## src/rtl/seq_detector_param_pkg.sv

```systemverilog
// Shared constants and helpers for the parametrised sequence detector and
// the lab counters that reuse the saturating increment.
package seq_detector_param_pkg;

    // Detection mode values carried on the overlap input
    localparam logic OVERLAP     = 1'b1;
    localparam logic NON_OVERLAP = 1'b0;

    // Total width of a packed pattern of seq_len symbols of sym_w bits
    function automatic int pat_width(input int sym_w, input int seq_len);
        return sym_w * seq_len;
    endfunction

    // Increment that sticks at max_val instead of wrapping
    function automatic logic [31:0] sat_inc(input logic [31:0] val,
                                            input logic [31:0] max_val);
        if (val >= max_val) begin
            return max_val;
        end else begin
            return val + 32'd1;
        end
    endfunction

endpackage

```

## src/rtl/sat_counter.sv

```systemverilog
// Saturating up-counter: counts inc pulses and holds at all-ones.
module sat_counter
    import seq_detector_param_pkg::*;
#(
    parameter int CNT_W = 8
) (
    input  logic             clk,
    input  logic             reset,
    input  logic             inc,
    output logic [CNT_W-1:0] cnt
);

    localparam logic [CNT_W-1:0] CNT_MAX = {CNT_W{1'b1}};

    logic [CNT_W-1:0] cnt_r;
    logic [CNT_W-1:0] cnt_next_s;

    // Next count: step on inc, never wrapping past the maximum
    always_comb begin
        cnt_next_s = cnt_r;
        if (inc) begin
            cnt_next_s = CNT_W'(sat_inc(32'(cnt_r), 32'(CNT_MAX)));
        end else begin
            cnt_next_s = cnt_r;
        end
    end

    // Count register, cleared asynchronously by the active-low reset
    always_ff @(posedge clk or negedge reset) begin
        if (!reset) begin
            cnt_r <= {CNT_W{1'b0}};
        end else begin
            cnt_r <= cnt_next_s;
        end
    end

    assign cnt = cnt_r;

endmodule

```

## src/rtl/seq_detector_param.sv

```systemverilog
// Pattern detector over a valid-qualified symbol stream. The newest symbol
// enters the top slot of the history so that the history lines up with the
// pattern layout (lowest slot = oldest symbol), allowing a full compare.
module seq_detector_param
    import seq_detector_param_pkg::*;
#(
    parameter int SYM_W   = 2,
    parameter int SEQ_LEN = 3,
    parameter int CNT_W   = 8
) (
    input  logic                                  clk,
    input  logic                                  reset,
    input  logic [SYM_W-1:0]                      sym,
    input  logic                                  sym_valid,
    input  logic [pat_width(SYM_W, SEQ_LEN)-1:0]  pattern,
    input  logic                                  pat_load,
    input  logic                                  overlap,
    output logic                                  y,
    output logic [CNT_W-1:0]                      match_cnt,
    output logic                                  busy
);

    localparam int PAT_W  = pat_width(SYM_W, SEQ_LEN);
    localparam int FILL_W = $clog2(SEQ_LEN + 1);
    localparam logic [FILL_W-1:0] FILL_FULL = FILL_W'(SEQ_LEN);

    logic [PAT_W-1:0]  pat_r;
    logic [PAT_W-1:0]  hist_r;
    logic [FILL_W-1:0] fill_r;
    logic              y_r;
    logic              busy_r;

    logic [PAT_W-1:0]  pat_next_s;
    logic [PAT_W-1:0]  hist_next_s;
    logic [FILL_W-1:0] fill_acc_s;
    logic [FILL_W-1:0] fill_next_s;
    logic              hit_s;

    // Next history, fill level and match decision for this edge
    always_comb begin
        pat_next_s  = pat_r;
        hist_next_s = hist_r;
        fill_acc_s  = fill_r;
        fill_next_s = fill_r;
        hit_s       = 1'b0;
        if (pat_load) begin
            // A load wins over a simultaneous symbol, which is dropped
            pat_next_s  = pattern;
            hist_next_s = {PAT_W{1'b0}};
            fill_next_s = {FILL_W{1'b0}};
        end else if (sym_valid) begin
            hist_next_s = {sym, hist_r[PAT_W-1:SYM_W]};
            fill_acc_s  = FILL_W'(sat_inc(32'(fill_r), 32'(SEQ_LEN)));
            hit_s       = (fill_acc_s == FILL_FULL) && (hist_next_s == pat_r);
            if (hit_s && (overlap == NON_OVERLAP)) begin
                fill_next_s = {FILL_W{1'b0}};
            end else begin
                fill_next_s = fill_acc_s;
            end
        end else begin
            hist_next_s = hist_r;
            fill_next_s = fill_r;
        end
    end

    // Pattern, history and registered outputs
    always_ff @(posedge clk or negedge reset) begin
        if (!reset) begin
            pat_r  <= {PAT_W{1'b0}};
            hist_r <= {PAT_W{1'b0}};
            fill_r <= {FILL_W{1'b0}};
            y_r    <= 1'b0;
            busy_r <= 1'b0;
        end else begin
            pat_r  <= pat_next_s;
            hist_r <= hist_next_s;
            fill_r <= fill_next_s;
            y_r    <= hit_s;
            busy_r <= (fill_next_s != {FILL_W{1'b0}});
        end
    end

    sat_counter #(
        .CNT_W (CNT_W)
    ) u_match_cnt (
        .clk   (clk),
        .reset (reset),
        .inc   (hit_s),
        .cnt   (match_cnt)
    );

    assign y    = y_r;
    assign busy = busy_r;

endmodule
```

## config.mk

```make
export PLATFORM = sky130hd
export DESIGN_NAME = seq_detector_param
export DESIGN_NICKNAME = d
export VERILOG_FILES = /design/src/rtl/seq_detector_param_pkg.sv /design/src/rtl/sat_counter.sv /design/src/rtl/seq_detector_param.sv
export SDC_FILE = /design/constraint.sdc
export NUM_CORES = 1
export LEC_CHECK = 0
export ABC_AREA = 1
export BUFFER_PORTS_ARGS = -buffer_cell sky130_fd_sc_hd__buf_2
export CAP_MARGIN = 0
export CORE_AREA = 2 2 76 78
export DETAILED_ROUTE_END_ITERATION = 7
export DIE_AREA = 0 0 78 80
export PLACE_DENSITY = 0.43
export SLEW_MARGIN = 20
export SYNTH_ARGS = -nofsm -noshare
export SYNTH_HDL_FRONTEND = slang
export SYNTH_SLANG_ARGS = --single-unit
```

## constraint.sdc

```tcl
create_clock -name clk -period 1.75 [get_ports clk]
set_input_delay 0 -clock clk [delete_from_list [all_inputs] [get_ports clk]]
set_output_delay 0 -clock clk [all_outputs]
set_load 0.05 [all_outputs]
```

==> results.json, run 1 <==
{
  "hold_buffers": 7,
  "hold_end": "hist_r[4]",
  "core_area_um2": 5410,
  "io-pin-count": 23,
  "r2r_end": "u_match_cnt.cnt[7]",
  "cts_tree": "done",
  "synthArstFlopShare_pct": 100,
  "drive_above_1_share_pct": 22.4,
  "p_per_area_nw_per_um2": 792,
  "num_vias": 1052,
  "grt_pass1_wl_um": 5010,
  "drtPass1Iterations": 4,
  "outcome": "completed",
  "finalHoldViolations": 0,
  "syn_area_um2": 1210,
  "crit_path_end_kind": "flip-flop",
  "worstPathRequired_ns": 1.95,
  "cts_made_buffers": 3,
  "peakVddDrop_mv": 0.341,
  "antenna_found_initial": 0,
  "yosysTopAreaCell": "dfrtp_1",
  "finalSetupViolCount": 0,
  "grt_max_degree": 23,
  "post-cts-setup-buffers": 0,
  "drt_iter0_drc": 63,
  "cts_resized": 0,
  "synth_fp_nets": 175,
  "first_global_vias": 1093,
  "syn_area_per_cell_um2": 7.49,
  "maxSlewViolCount": 0,
  "ff2ff_setup_slack_ns": 0.35,
  "fin_crit_sh_pct": 80.1,
  "synthFlopType": "dfrtp_1",
  "ys_warn_count": 0,
  "max_cap_violations": 0,
  "synthXorXnorAreaFrac_pct": 0,
  "min_from": "sym[0]",
  "instances_no_fill": 264,
  "start_util_pct": 22.3,
  "root_buffer": "clkbuf_8",
  "muxShareOfSynthArea_pct": 0,
  "worstHoldPathCells": 3,
  "r2r_start": "u_match_cnt.cnt[1]",
  "cp_slowest_cell": "dfrtp_1",
  "finalWeightedCongestion": 0.739,
  "criticalPathCategory": "flip-flop to flip-flop",
  "ys_ff_latch": 22,
  "wirelength_um": 2730,
  "dieArea_um2": 6240,
  "wl_per_cell_um": 10.3,
  "gr-total-overflow": 0,
  "critical_path.most_common_cell": "nand2_1",
  "ant_nets": 0,
  "path_max_fanout": 6,
  "netlist_instances": 161,
  "yosysMostFrequentCell": "nand2_1",
  "drcViolationCount": 0,
  "synth_seq_area_share_pct": 45.6,
  "yosys.area_share.adder_pct": 1.04,
  "vias_per_cell": 3.98,
  "clkLatencyLatePin_ns": 0.26,
  "grtUsageTotal_pct": 10.1,
  "nets": 207,
  "yosys.area.top_type_share_pct": 45.6,
  "h-tree-depth": 1,
  "clk_pin_slew_ns": 0.08,
  "ys_top_cells_by_area": "dfrtp_1 (46%), nand2_1 (16%), inv_1 (6.5%)",
  "multiInputGateArea_um2": 549,
  "rows": 27,
  "worstPathArrival_ns": 1.61,
  "leakagePower_uw": 0.000825,
  "fp.dieH_um": 80,
  "synth-edff-count": 0,
  "worst_slew_pin_slew_ns": 0.496,
  "max_stage_delay_ns": 0.42,
  "syn2layout_area_growth_pct": 27.6,
  "synth_compound_area_share_pct": 7.78,
  "fin_worst_skew_ns": 0.00120,
  "timing.fmax_mhz": 713,
  "area.sequential_um2": 551,
  "hp-class": "primary input to flip-flop",
  "slew_headroom_pct": 66.9,
  "p_total_uw": 1220,
  "rsz0062_at_grt": "false",
  "fill_cells": 604,
  "cts_buffer_depth": 2,
  "reg2reg_depth": 7,
  "crit_chain": "ha_1 -> nand2_1 -> nor2_1 -> nand2_2 -> nand3_1 -> nand4_1 -> nand2_1",
  "dpl.cell_count": 253,
  "clock_sinks": 22,
  "worstSetupStartpointType": "flip-flop",
  "port_buffers": 22,
  "dieWidth_um": 78,
  "ys_top_cells_by_count": "nand2_1 (53), dfrtp_1 (22), inv_1 (21), nand3_1 (11), o21ai_0 (11)",
  "synth_top_family_by_area": "simple AND/OR/NAND/NOR gates",
  "diodes": 0,
  "hpwl_um": 2060,
  "period_minus_slack_ns": 1.40,
  "fin_setup_tns_ns": 0,
  "yosysUniqueCellTypes": 21,
  "synth-simple-area-share_pct": 36.7
}
[cells by family after synthesis]
kind of cell	count (synthesis)
buffers and inverters	28
adder cells (fa/ha/maj)	1
AO/OA/AOI/OAI	18
flip-flops	22
AND/OR/NAND/NOR	92
[stage by stage]
step	worst slack [ns]	utilization, %	area, um2	hold WS, ns
after global placement	0.348	25.9	1400	0.00773
after global routing	0.145	28.5	1540	0.0228
final	0.348	28.5	1540	0.0164
after CTS	0.336	28.5	1540	0.0133
after detailed placement	0.355	25.9	1400	0.00901
after floorplan	0.152	-	1210	-0.296
[sequential cells by signal, summed over array words and instances, names as in the netlist]
register         flops
busy                 1
fill_r               2
hist_r               4
pat_r                6
u_match_cnt.cnt      8
y                    1
[worst max-delay path, delay by kind of cell, from the launching register on]
| family | cells | cell delay (ns) |
|---|---|---|
| adders and majority gates | 1 | 0.19 |
| DFF | 1 | 0.42 |
| and+or+nand+nor | 6 | 0.73 |
[cells in the final DEF, fill, tap and decap left out]
master	count
nand2_1	53
dfrtp_1	22
buf_2	22
inv_1	21
nand3_1	11
o21ai_0	11
nor2_1	9
dlygate4sd3_1	7
nand2_2	6
nand4_1	6
inv_2	5
o22ai_1	3
clkbuf_8	3
nor2_2	2
o21ai_1	2
a21oi_1	2
nor2_8	1
nand2_4	1
nand3_4	1
nand3b_1	1
nor2_4	1
ha_1	1
bufinv_16	1
[power breakdown]
part	leakage, uW	internal [uW]	switching [uW]
clock network	0.0000357	305	175
logic	0.000503	60.6	122
registers	0.000286	537	18.5
total	0.000825	903	316
[layout make-up]
cell class,instances,area share (%)
clock buffers,3,2.68
clock inverters,1,1.95
inverters,26,6.34
multi-input cells,111,35.7
flip-flops and latches,22,35.8
well taps,72,5.85
repair buffers,29,11.7
[worst max path at each step]
stage                        from            endpoint  slack (ns)
6_report       u_match_cnt.cnt[1]  u_match_cnt.cnt[7]        0.35
5_1_grt        u_match_cnt.cnt[1]  u_match_cnt.cnt[2]        0.14
4_1_cts        u_match_cnt.cnt[1]  u_match_cnt.cnt[4]        0.34
3_5_place_dp   u_match_cnt.cnt[1]  u_match_cnt.cnt[4]        0.35
3_3_place_gp   u_match_cnt.cnt[1]  u_match_cnt.cnt[6]        0.35
2_1_floorplan  u_match_cnt.cnt[1]  u_match_cnt.cnt[2]        0.15
[layer usage]
metal | part of all wire (%) | track usage, %
met3 | 2.1 | 1.92
met1 | 54 | 14.3
met4 | 1.2 | 3.16
met5 | 0 | 0
met2 | 43 | 15.6
No activity file was read; power rests on OpenSTA's default activity.
==> run 2: changes to the inputs <==
==> constraint.sdc (replaced) <==
create_clock -name clk -period 1.45 [get_ports clk]
set_input_delay 0 -clock clk [delete_from_list [all_inputs] [get_ports clk]]
set_output_delay 0 -clock clk [all_outputs]
set_load 0.05 [all_outputs]
==> run 2 against run 1 <==
Combinational power rose by 22%. Clock-buffer cell count rose by 1. Global-route usage fell by 0.18 points. Hold slack barely moved. Critical path depth rose by 1. Via count rose by 3.7%. Utilization barely moved. Non-clock buffer count rose by 1. Clock power fell by 9.0%. Design area barely moved.
==> results.json, run 2 (synthesized netlist as in run 1, its figures left out) <==
{
  "drive_above_1_share_pct": 25.4,
  "vias_per_cell": 4.12,
  "h-tree-depth": 1,
  "criticalPathCategory": "flip-flop to flip-flop",
  "wirelength_um": 2790,
  "num_vias": 1091,
  "drt_iter0_drc": 67,
  "worstPathArrival_ns": 1.46,
  "max_stage_delay_ns": 0.39,
  "diodes": 0,
  "period_minus_slack_ns": 1.31,
  "nets": 208,
  "p_total_uw": 1330,
  "slew_headroom_pct": 66.2,
  "crit_chain": "nand2_2 -> nand2_2 -> nor2_2 -> nand2_2 -> nor2_8 -> nand3_4 -> nand2_1 -> nand2_1",
  "switching_power_uw": 366,
  "hpwl_um": 2080,
  "clock_sinks": 22,
  "dieWidth_um": 78,
  "p_int_uw": 966,
  "peakVddDrop_mv": 0.337,
  "critical_path.most_common_cell": "nand2_2",
  "antenna_found_initial": 0,
  "fp.dieH_um": 80,
  "wl_per_cell_um": 10.5,
  "drcViolationCount": 0,
  "grt_pass1_wl_um": 4860,
  "fin_crit_sh_pct": 90.5,
  "maxSlewViolCount": 0,
  "cp_slowest_cell": "dfrtp_1",
  "start_util_pct": 22.3,
  "rows": 27,
  "largest_reg_flops": 8,
  "port_buffers": 22,
  "grtUsageTotal_pct": 9.96,
  "cts_made_buffers": 3,
  "hp-class": "primary input to flip-flop",
  "first_global_vias": 1115,
  "io-pin-count": 23,
  "fill_cells": 614,
  "seqPwrFrac_pct": 50.4,
  "max_cap_violations": 0,
  "cts_tree": "done",
  "fin_setup_tns_ns": 0,
  "dieArea_um2": 6240,
  "reg2reg_depth": 8,
  "worstHoldPathCells": 3,
  "clk_pin_slew_ns": 0.08,
  "worst_slew_pin_slew_ns": 0.508,
  "finalSetupViolCount": 0,
  "utilization_pct": 28.4,
  "timing.fmax_mhz": 762,
  "layout.cells.most_common": "nand2_1",
  "final_cell_mix": "nand2_1 (53), buf_2 (22), inv_1 (21)",
  "worstSetupPathDepth": 8,
  "outcome": "completed",
  "drtPass1Iterations": 4,
  "p_per_area_nw_per_um2": 866,
  "rsz0062_at_grt": "false",
  "worst-path-buf-inv": 0,
  "core_area_um2": 5410,
  "gr-total-overflow": 0,
  "cts_buffer_depth": 2,
  "finalHoldViolations": 0,
  "clkLatencyLatePin_ns": 0.26,
  "grt_max_degree": 23,
  "leakagePower_uw": 0.000817,
  "p_clk_share_pct": 32.8,
  "pwr-share-comb_pct": 16.8,
  "fin_worst_skew_ns": 0.00316,
  "root_buffer": "clkbuf_8",
  "syn2layout_area_growth_pct": 27.5,
  "worstPathRequired_ns": 1.60,
  "ant_nets": 0,
  "crit_path_end_kind": "flip-flop",
  "finalWeightedCongestion": 0.772,
  "switching_share_pct": 27.5,
  "path_max_fanout": 10,
  "worstSetupStartpointType": "flip-flop",
  "path_delay_family": "simple AND/OR/NAND/NOR gates"
}
run 2: layout make-up:
class	instances	area (um2)	area share, %
clock buffer	4	55.1	3.58
inverter	26	97.6	6.35
sequential	22	556	36.1
tap	72	90.1	5.86
timing repair buffer	30	188	12.2
multi-input combinational	111	552	35.9
run 2: power by group through the flow:
stage	Combinational [uW]	Clock [uW]	Sequential [uW]
2_1_floorplan	109	0	718
3_3_place_gp	214	0	685
3_5_place_dp	213	0	683
4_1_cts	229	462	672
5_1_grt	255	490	677
6_report	224	437	672
run 2: through the flow:
stage               setup WS (ns)  cell area (um2)  hold slack (ns)  cells
floorplan                  0.0196             1210           -0.296    161
global placement           0.0604             1410           0.0142    254
detailed placement          0.101             1410           0.0142    254
CTS                        0.0775             1540           0.0142    265
global route              0.00301             1540           0.0221    265
finish                      0.138             1540           0.0168    265
run 2: worst reg2reg max path, stage by stage, from the launching register on:
cell,delay [ns]
dfrtp_1,0.39
nand2_2,0.08
nand2_2,0.05
nor2_2,0.13
nand2_2,0.10
nor2_8,0.22
nand3_4,0.12
nand2_1,0.08
nand2_1,0.05
run 2: timing repair:
item,CTS,global route
hold buffers,7,0
buffers inserted,0,0
resized for setup,0,1
endpoints found under the hold margin,28,0
endpoints found under the setup margin,0,6
run 2: path summary, 6_finish.rpt:
kind	slack, ns	endpoint	start
worst min register to register	0.55	u_match_cnt.cnt[4]	u_match_cnt.cnt[4]
worst min-delay path	0.02	hist_r[5]	sym[1]
min in group asynchronous	0.24	pat_r[4]	reset
worst max-delay path	0.14	u_match_cnt.cnt[3]	pat_r[5]
worst max register to register	0.14	u_match_cnt.cnt[3]	pat_r[5]
max in group asynchronous	0.84	u_match_cnt.cnt[3]	reset
run 2: metal layers:
| layer | GRT usage [%] | vias to the layer above | routed length [um] |
|---|---|---|---|
| met4 | 3.16 | 0 | 34 |
| met5 | 0 | - | 0 |
| met1 | 12.7 | 497 | 1400 |
| met2 | 16.1 | 19 | 1250 |
| met3 | 3.05 | 2 | 98 |
| li1 | - | 573 | - |
